===== src/rtl/inst_fetch_if.sv =====
`default_nettype none
// inst_fetch_if: ROM port, IF/ID handshake and redirect bundle for the fetch stage.
// Rev 1.0
interface inst_fetch_if;
    logic [31:0] rom_addr;
    logic        rom_cs;
    logic        rom_stall;
    logic [31:0] rom_dout;
    logic        if_stall;
    logic        redirect_en;
    logic [31:0] redirect_pc;
    logic        inst_valid;
    logic [31:0] inst_data;
    logic [31:0] inst_pc;

    modport master (
        output rom_addr, rom_cs, inst_valid, inst_data, inst_pc,
        input  rom_stall, rom_dout, if_stall, redirect_en, redirect_pc
    );

    modport slave (
        input  rom_addr, rom_cs, inst_valid, inst_data, inst_pc,
        output rom_stall, rom_dout, if_stall, redirect_en, redirect_pc
    );
endinterface
`default_nettype wire


===== src/rtl/inst_fetch.sv =====
`default_nettype none
// inst_fetch: PC owner, ROM stall handshake and IF/ID valid/stall output with redirects.
// Rev 1.0
module inst_fetch #(
    parameter logic [31:0] RESET_PC = 32'h0000_0000
) (
    input  logic         clk,
    input  logic         rst_n,
    inst_fetch_if.master bus
);

    typedef enum logic [1:0] {
        S_IDLE  = 2'd0,
        S_ISSUE = 2'd1,
        S_WAIT  = 2'd2
    } state_t;

    state_t      state_q, state_d;
    logic [31:0] pc_q, pc_d;
    logic        rom_cs_q, rom_cs_d;
    logic        valid_q, valid_d;
    logic [31:0] data_q, data_d;
    logic [31:0] ipc_q, ipc_d;
    logic        capture;
    logic        consume;

    always_ff @(posedge clk or negedge rst_n) begin
        if (!rst_n) begin
            state_q  <= S_IDLE;
            pc_q     <= RESET_PC;
            rom_cs_q <= 1'b0;
            valid_q  <= 1'b0;
            data_q   <= 32'h0;
            ipc_q    <= 32'h0;
        end else begin
            state_q  <= state_d;
            pc_q     <= pc_d;
            rom_cs_q <= rom_cs_d;
            valid_q  <= valid_d;
            data_q   <= data_d;
            ipc_q    <= ipc_d;
        end
    end

    always_comb begin
        state_d = state_q;
        pc_d    = pc_q;
        valid_d = valid_q;
        data_d  = data_q;
        ipc_d   = ipc_q;
        // ISSUE never captures: rom_stall may still carry the previous address's ack.
        capture = (state_q == S_WAIT) && !bus.rom_stall && (!valid_q || !bus.if_stall);
        consume = valid_q && !bus.if_stall;

        if (state_q == S_IDLE) begin
            state_d = S_ISSUE;
        end else if (bus.redirect_en) begin
            pc_d    = bus.redirect_pc & 32'hFFFF_FFFC;
            valid_d = 1'b0;
            state_d = S_ISSUE;
        end else begin
            if (consume) begin
                valid_d = 1'b0;
            end
            case (state_q)
                S_ISSUE: state_d = S_WAIT;
                S_WAIT: begin
                    if (capture) begin
                        data_d  = bus.rom_dout;
                        ipc_d   = pc_q;
                        valid_d = 1'b1;
                        pc_d    = pc_q + 32'd4;
                        state_d = S_ISSUE;
                    end
                end
                default: state_d = S_IDLE;
            endcase
        end

        rom_cs_d = (state_d != S_IDLE);
    end

    assign bus.rom_addr   = pc_q >> 2;
    assign bus.rom_cs     = rom_cs_q;
    assign bus.inst_valid = valid_q;
    assign bus.inst_data  = data_q;
    assign bus.inst_pc    = ipc_q;

endmodule
`default_nettype wire


===== src/flat_wrapper.sv =====
// flat-port wrapper written by rule: the top's interface ports become plain ports
module inst_fetch_flat 
#(
    parameter logic [31:0] RESET_PC = 32'h0000_0000
)
  (clk, rst_n, bus_rom_addr, bus_rom_cs, bus_inst_valid, bus_inst_data, bus_inst_pc, bus_rom_stall, bus_rom_dout, bus_if_stall, bus_redirect_en, bus_redirect_pc);
  inst_fetch_if bus_i ();
  input  logic clk;
  input  logic rst_n;
  output wire logic [$bits(bus_i.rom_addr)-1:0] bus_rom_addr;
  output wire logic [$bits(bus_i.rom_cs)-1:0] bus_rom_cs;
  output wire logic [$bits(bus_i.inst_valid)-1:0] bus_inst_valid;
  output wire logic [$bits(bus_i.inst_data)-1:0] bus_inst_data;
  output wire logic [$bits(bus_i.inst_pc)-1:0] bus_inst_pc;
  input wire logic [$bits(bus_i.rom_stall)-1:0] bus_rom_stall;
  input wire logic [$bits(bus_i.rom_dout)-1:0] bus_rom_dout;
  input wire logic [$bits(bus_i.if_stall)-1:0] bus_if_stall;
  input wire logic [$bits(bus_i.redirect_en)-1:0] bus_redirect_en;
  input wire logic [$bits(bus_i.redirect_pc)-1:0] bus_redirect_pc;
  assign bus_rom_addr = bus_i.rom_addr;
  assign bus_rom_cs = bus_i.rom_cs;
  assign bus_inst_valid = bus_i.inst_valid;
  assign bus_inst_data = bus_i.inst_data;
  assign bus_inst_pc = bus_i.inst_pc;
  assign bus_i.rom_stall = bus_rom_stall;
  assign bus_i.rom_dout = bus_rom_dout;
  assign bus_i.if_stall = bus_if_stall;
  assign bus_i.redirect_en = bus_redirect_en;
  assign bus_i.redirect_pc = bus_redirect_pc;
  inst_fetch #(.RESET_PC(RESET_PC)) u_core (.clk(clk), .rst_n(rst_n), .bus(bus_i));
endmodule

===== config.mk =====
export PLATFORM = sky130hd
export DESIGN_NAME = inst_fetch_flat
export DESIGN_NICKNAME = d
export VERILOG_FILES = /design/src/rtl/inst_fetch_if.sv /design/src/rtl/inst_fetch.sv /design/src/flat_wrapper.sv
export SDC_FILE = /design/constraint.sdc
export NUM_CORES = 1
export LEC_CHECK = 0
export ABC_AREA = 1
export CELL_PAD_IN_SITES_DETAIL_PLACEMENT = 1
export CELL_PAD_IN_SITES_GLOBAL_PLACEMENT = 1
export CORE_MARGIN = 2
export CORE_UTILIZATION = 38
export CTS_CLUSTER_SIZE = 10
export DETAILED_ROUTE_END_ITERATION = 8
export DONT_BUFFER_PORTS = 1
export HOLD_SLACK_MARGIN = 0.02
export PLACE_DENSITY = 0.65
export SYNTH_ARGS = -nofsm -noshare
export SYNTH_HDL_FRONTEND = slang
export SYNTH_SLANG_ARGS = --single-unit
export TNS_END_PERCENT = 1

===== constraint.sdc =====
create_clock -name clk -period 4.6 [get_ports clk]
set_input_delay 0.23 -clock clk [delete_from_list [all_inputs] [get_ports clk]]
set_output_delay 0.23 -clock clk [all_outputs]
set_load 0.01 [all_outputs]

### Yosys cells after proc, flatten, opt, wreduce, memory -nomap -nowiden

Index checks and enable logic that the tools add are counted.

* output and inout port bits: 98
* input port bits: 69
* logic and storage cells: 35
* register bits: 100

* reduce and logical (&&, ||, !) cells: 13
* eq/ne operators: 2
* add/subtract/negate cells: 1
* bitwise operators: 2
* muxes and demuxes: 11

Operators with widths (count)
* two-way mux 32 bit: 3
* adder 32 x 3 -> 32 bit, second input constant: 1
* two-way mux 2 bit: 3
* nonzero test 2 bit: 3
* two-way mux 1 bit: 4
* case mux 2 bit (2 select lines): 1
* AND reduction 4 bit: 1
* logical AND 1 bit: 3
* logical NOT 1 bit: 3
* AND reduction 3 bit: 1
* == test 2 x 1 -> 1 bit, second input constant: 1
* == test 2 bit, second input constant: 1
* logical NOT 2 bit: 1
* NOT 1 bit: 2
* logical OR 1 bit: 1

### Logic depth before layout (Yosys ltp)

* depth after elaboration: 8
* gate-level depth with buffers: 11
* mapped depth without buffers: 10

### Least setup slack after synthesis

Ideal clock, no wire load.

* path type: register -> register
* start point: register u_core.state_q[0]
* end point: register u_core.data_q[10], in the netlist u_core.bus.inst_data[10]
* arrival: 1.396 ns
* setup slack: 3.079 ns
* clock period less this slack: 1.521 ns
* stages on the path, launching flop included: 10
* buffers on the path: 1
* cell sequence: dfrtp_1 -> inv_1 -> ha_1 -> inv_2 -> nor2_4 -> nand2_2 -> inv_2 -> nand2_4 -> buf_6 -> mux2_4

* longest elaborated chain between the ends: 4
* elaborated cells between the ends (all ways): 6
* those cells by class: eq/ne: 1; bitwise: 1; reduce/logical: 4

Ends and longest elaborated chain
* start: declaration: RTL line inst_fetch.sv:18 `state_t state_q, state_d;`
* start signal: assignment: RTL line inst_fetch.sv:36 `state_q <= state_d;`
* == test 2 bit: RTL line inst_fetch.sv:52, inst_fetch.sv:65
* logical AND 1 bit (2 in series): RTL line inst_fetch.sv:52 `capture = (state_q == S_WAIT) && !bus.rom_stall && (!valid_q || !bus.if_stall);`
* AND reduction 4 bit (no source line) *
* end signal: assignment: RTL line inst_fetch.sv:40 `data_q <= data_d;`
* end: declaration: RTL line inst_fetch.sv:22 `logic [31:0] data_q, data_d;`

Every way passes the cells marked *; elsewhere a longest branch is shown, timed or not.
A chain may end at the register's enable or synchronous reset.

### Worst setup path after layout

* start point: register u_core.state_q[0]
* end point: register u_core.data_q[9], in the netlist u_core.bus.inst_data[9]

Same word-level chain as after synthesis.

==> results.rst <==
.. list-table::
   :header-rows: 1

   * - Metric
     - Value
   * - HP Start
     - bus_rom_dout[21]
   * - Core area
     - 13100 um^2
   * - Gr ovfl total
     - 0
   * - Peak supply drop
     - 193 uV
   * - Number of top-level pins
     - 167
   * - Worst-margin pin slew
     - 0.970 ns
   * - Hold-fix buffers at CTS
     - 17
   * - Synth warnings
     - 0
   * - Clock period minus final worst setup slack
     - 2.53 ns
   * - Source-to-sink clock delay at the later pin of the worst-skew pair
     - 0.35 ns
   * - Portion of the post-synthesis area used by sequential elements
     - 47.7%
   * - HPWL reported at the end of detailed placement
     - 9.92 mm
   * - Final WL
     - 14.0 mm
   * - Critical-path maximum fanout
     - 61
   * - Crit path arrival time
     - 2.76 ns
   * - Share of Yosys cell area claimed by the top area cell type
     - 47.7%
   * - Total setup buffers inserted after CTS
     - 0
   * - Post-place setup slack
     - 2.08 ns
   * - Clock Skew
     - 0.00809 ns
   * - Worst min-delay path category
     - primary input to flip-flop
   * - Gates resized, CTS repair
     - 0
   * - Slowest Stage Delay on Critical Path
     - 0.54 ns
   * - Setup repair after global routing missed its margin
     - no
   * - Total of fill cells in the finished design
     - 1523
   * - Slowest-stage cell, CP
     - sky130_fd_sc_hd__buf_4
   * - Maximum number of pins on one net before global-route repair
     - 97
   * - CP Capture Type
     - flip-flop
   * - Maximum level of the CTS H-tree
     - 3
   * - Die width
     - 119 um
   * - Max Cap Viol
     - 0
   * - Nature of the critical path startpoint
     - flip-flop
   * - Synthesized area divided by synthesized cell count
     - 8.88 um^2
   * - Startpoint of the worst-slack reg-to-reg timing path
     - u_core.state_q[0]$_DFF_PN0_
   * - Top post-synthesis cells by count
     - sky130_fd_sc_hd__nand2_1 (158), sky130_fd_sc_hd__dfrtp_1 (96), sky130_fd_sc_hd__nor2_1 (65)
   * - Count of clock tree sinks
     - 96
   * - Longest Clk Path Bufs
     - 2
   * - Number of antenna cells inserted
     - 0
   * - Outcome
     - finished clean
   * - Worst Setup SP
     - u_core.state_q[0]$_DFF_PN0_
   * - Pwr/cell area
     - 530 nW/um^2
   * - Post-route DRC violation count
     - 0
   * - Number of enable-type register cells in the synthesized netlist
     - 0
   * - GR Util All Layers
     - 20.3%
   * - Std cell rows
     - 42
   * - Post-layout power
     - 2.96 mW
   * - Area of the multi-input gates
     - 2260 um^2
   * - Fmax
     - 396 MHz
   * - Via count of the first global-routing pass
     - 3957
   * - Total standard cell area after synthesis
     - 5030 um^2
   * - Overall die area
     - 14200 um^2
   * - RD Place Congestion
     - 0.847
   * - Critical Path Most Common Cell
     - sky130_fd_sc_hd__inv_2
   * - Number of buffer and inverter stages on the critical path
     - 4
   * - Proportion of layout cells with a drive suffix above 1
     - 14.8%
   * - TritonCTS clock tree
     - yes
   * - Buffers added on ports
     - 0
   * - Root buffer cell
     - sky130_fd_sc_hd__clkbuf_16
   * - WHS
     - 0.0343 ns
   * - Per-cell routed wire length
     - 18.4 um
   * - First-pass GRT wire length
     - 22.4 mm
   * - TritonCTS buffer count
     - 9
   * - Seq. cell area
     - 2400 um^2
   * - Leading post-synthesis cells by cell area
     - sky130_fd_sc_hd__dfrtp_1 (48%), sky130_fd_sc_hd__nand2_1 (12%), sky130_fd_sc_hd__mux2_4 (11%), sky130_fd_sc_hd__nor2_1 (4.8%), sky130_fd_sc_hd__nand3_1 (3.2%)
   * - Period Utilization, post-route
     - 55.0%
   * - Routed via count divided by cell count
     - 5.00
   * - Number of standard cells after synthesis
     - 567
   * - Max_slew headroom
     - 35.3%
   * - Max-slew violation total from the final report
     - 0
   * - Via count of the routed design
     - 3789
   * - Critical path, cell by cell
     - inv_1 > ha_1 > inv_2 > nor2_4 > nand2_2 > inv_2 > nand2_4 > buf_4 > mux2_4
   * - First-pass iteration count of the detailed router
     - 4
   * - Register bit total from synthesis
     - 96
   * - Ys flop type
     - sky130_fd_sc_hd__dfrtp_1
   * - Total count of hold-check failures in the final report
     - 0
   * - Remaining antenna violation count
     - 0
   * - Min setup slack post-route
     - 2.07 ns
   * - Utilization of the core after routing
     - 42.7%
   * - Leak
     - 2.79 nW
   * - Final-report setup violation count
     - 0
   * - Net count of the finished layout
     - 650
   * - Unique cell type count in the Yosys netlist
     - 30
   * - Required time worst endpoint
     - 4.83 ns
   * - Class of the most critical setup path
     - flip-flop to flip-flop
   * - Initial drt markers
     - 235
   * - CP top delay family
     - buffers and inverters
   * - Async set-or-reset flop fraction in the synthesized netlist
     - 100%
   * - TNS Setup
     - 0 ns
   * - Clock-pin transition on the worst setup and hold timing paths
     - 0.07 ns
   * - Synth area leader
     - sky130_fd_sc_hd__dfrtp_1
   * - Area Growth Syn to Fin
     - 11.1%
   * - Number of antenna violations at the first check in global routing
     - 0
   * - Initial core utilization
     - 38.5%
   * - Die Height
     - 119 um
   * - Most frequent cell after synthesis
     - sky130_fd_sc_hd__nand2_1
[layout make-up]
| cell class | count | area share [%] |
|---|---|---|
| Clock inverter | 6 | 1.03 |
| Inverter | 46 | 3.09 |
| Timing Repair Buffer | 22 | 4.21 |
| Tap cell | 176 | 3.94 |
| Multi-Input combinational cell | 402 | 40.5 |
| Clock buffer | 10 | 4.27 |
| Sequential cell | 96 | 43.0 |
[per-stage QoR]
step	std cells	instance area, um^2
after floorplan	570	5050
after global placement	721	5070
after detailed placement	721	5070
after CTS	754	5550
after global routing	758	5590
final	758	5590
[placed cells by master, fill, tap and decap left out, types with 6 or more instances in the layout]
master and n:
sky130_fd_sc_hd__nand2_1 158, sky130_fd_sc_hd__dfrtp_1 96, sky130_fd_sc_hd__nor2_1 65, sky130_fd_sc_hd__inv_1 41, sky130_fd_sc_hd__mux2_4 38, sky130_fd_sc_hd__nand3_1 32
sky130_fd_sc_hd__o21ai_1 24, sky130_fd_sc_hd__o21ai_0 20, sky130_fd_sc_hd__dlygate4sd3_1 20, sky130_fd_sc_hd__a21oi_1 16, sky130_fd_sc_hd__clkbuf_16 9, sky130_fd_sc_hd__nor2_2 8
sky130_fd_sc_hd__nor2_4 6
[kinds of logic (layout without fill, tap and decap cells)]
group | count (synthesis) | after routing | share of synthesized area, %
other | 1 | 4 | 0.0745
adders and majority gates | 4 | 4 | 0.994
muxes | 38 | 38 | 11.3
and+or+nand+nor | 288 | 288 | 25.1
buffers and inverters | 72 | 84 | 7.53
DFF | 96 | 96 | 47.7
AOI/OAI and AO/OA | 68 | 68 | 7.21
[routing by layer]
layer  GRT usage [%]  up-vias  part of all wire, %
li1                -     1827                    -
met1            27.6     1813                   45
met2            31.6      133                   46
met3            5.51       16                  7.7
met4            6.47        0                  1.7
met5               0        -                    0
[flip-flops by register name, summed over array words and instances (netlist names)]
signal / flops
u_core.bus.inst_data: 32
u_core.bus.inst_pc: 30
u_core.pc_q: 30
u_core.state_q: 2
u_core.bus.inst_valid: 1
u_core.bus.rom_cs: 1
[path summary, 6_finish.rpt]
path	end	slack [ns]	cells past startpoint
max	u_core.bus.inst_data[9]$_DFFE_PN0P_	2.07	9
min	u_core.bus.inst_data[21]$_DFFE_PN0P_	0.03	1
max reg2reg	u_core.bus.inst_data[9]$_DFFE_PN0P_	2.07	9
min reg2reg	u_core.bus.inst_pc[4]$_DFFE_PN0P_	0.56	2
max in group asynchronous	u_core.bus.inst_data[18]$_DFFE_PN0P_	3.78	2
min in group asynchronous	u_core.bus.inst_data[10]$_DFFE_PN0P_	0.46	2
[report_power, final]
part,switching (mW),internal [mW]
clock,0.358,0.396
sequential,0.432,1.12
combinational,0.357,0.306
total,1.15,1.82
(Power assumes the default switching activity.)
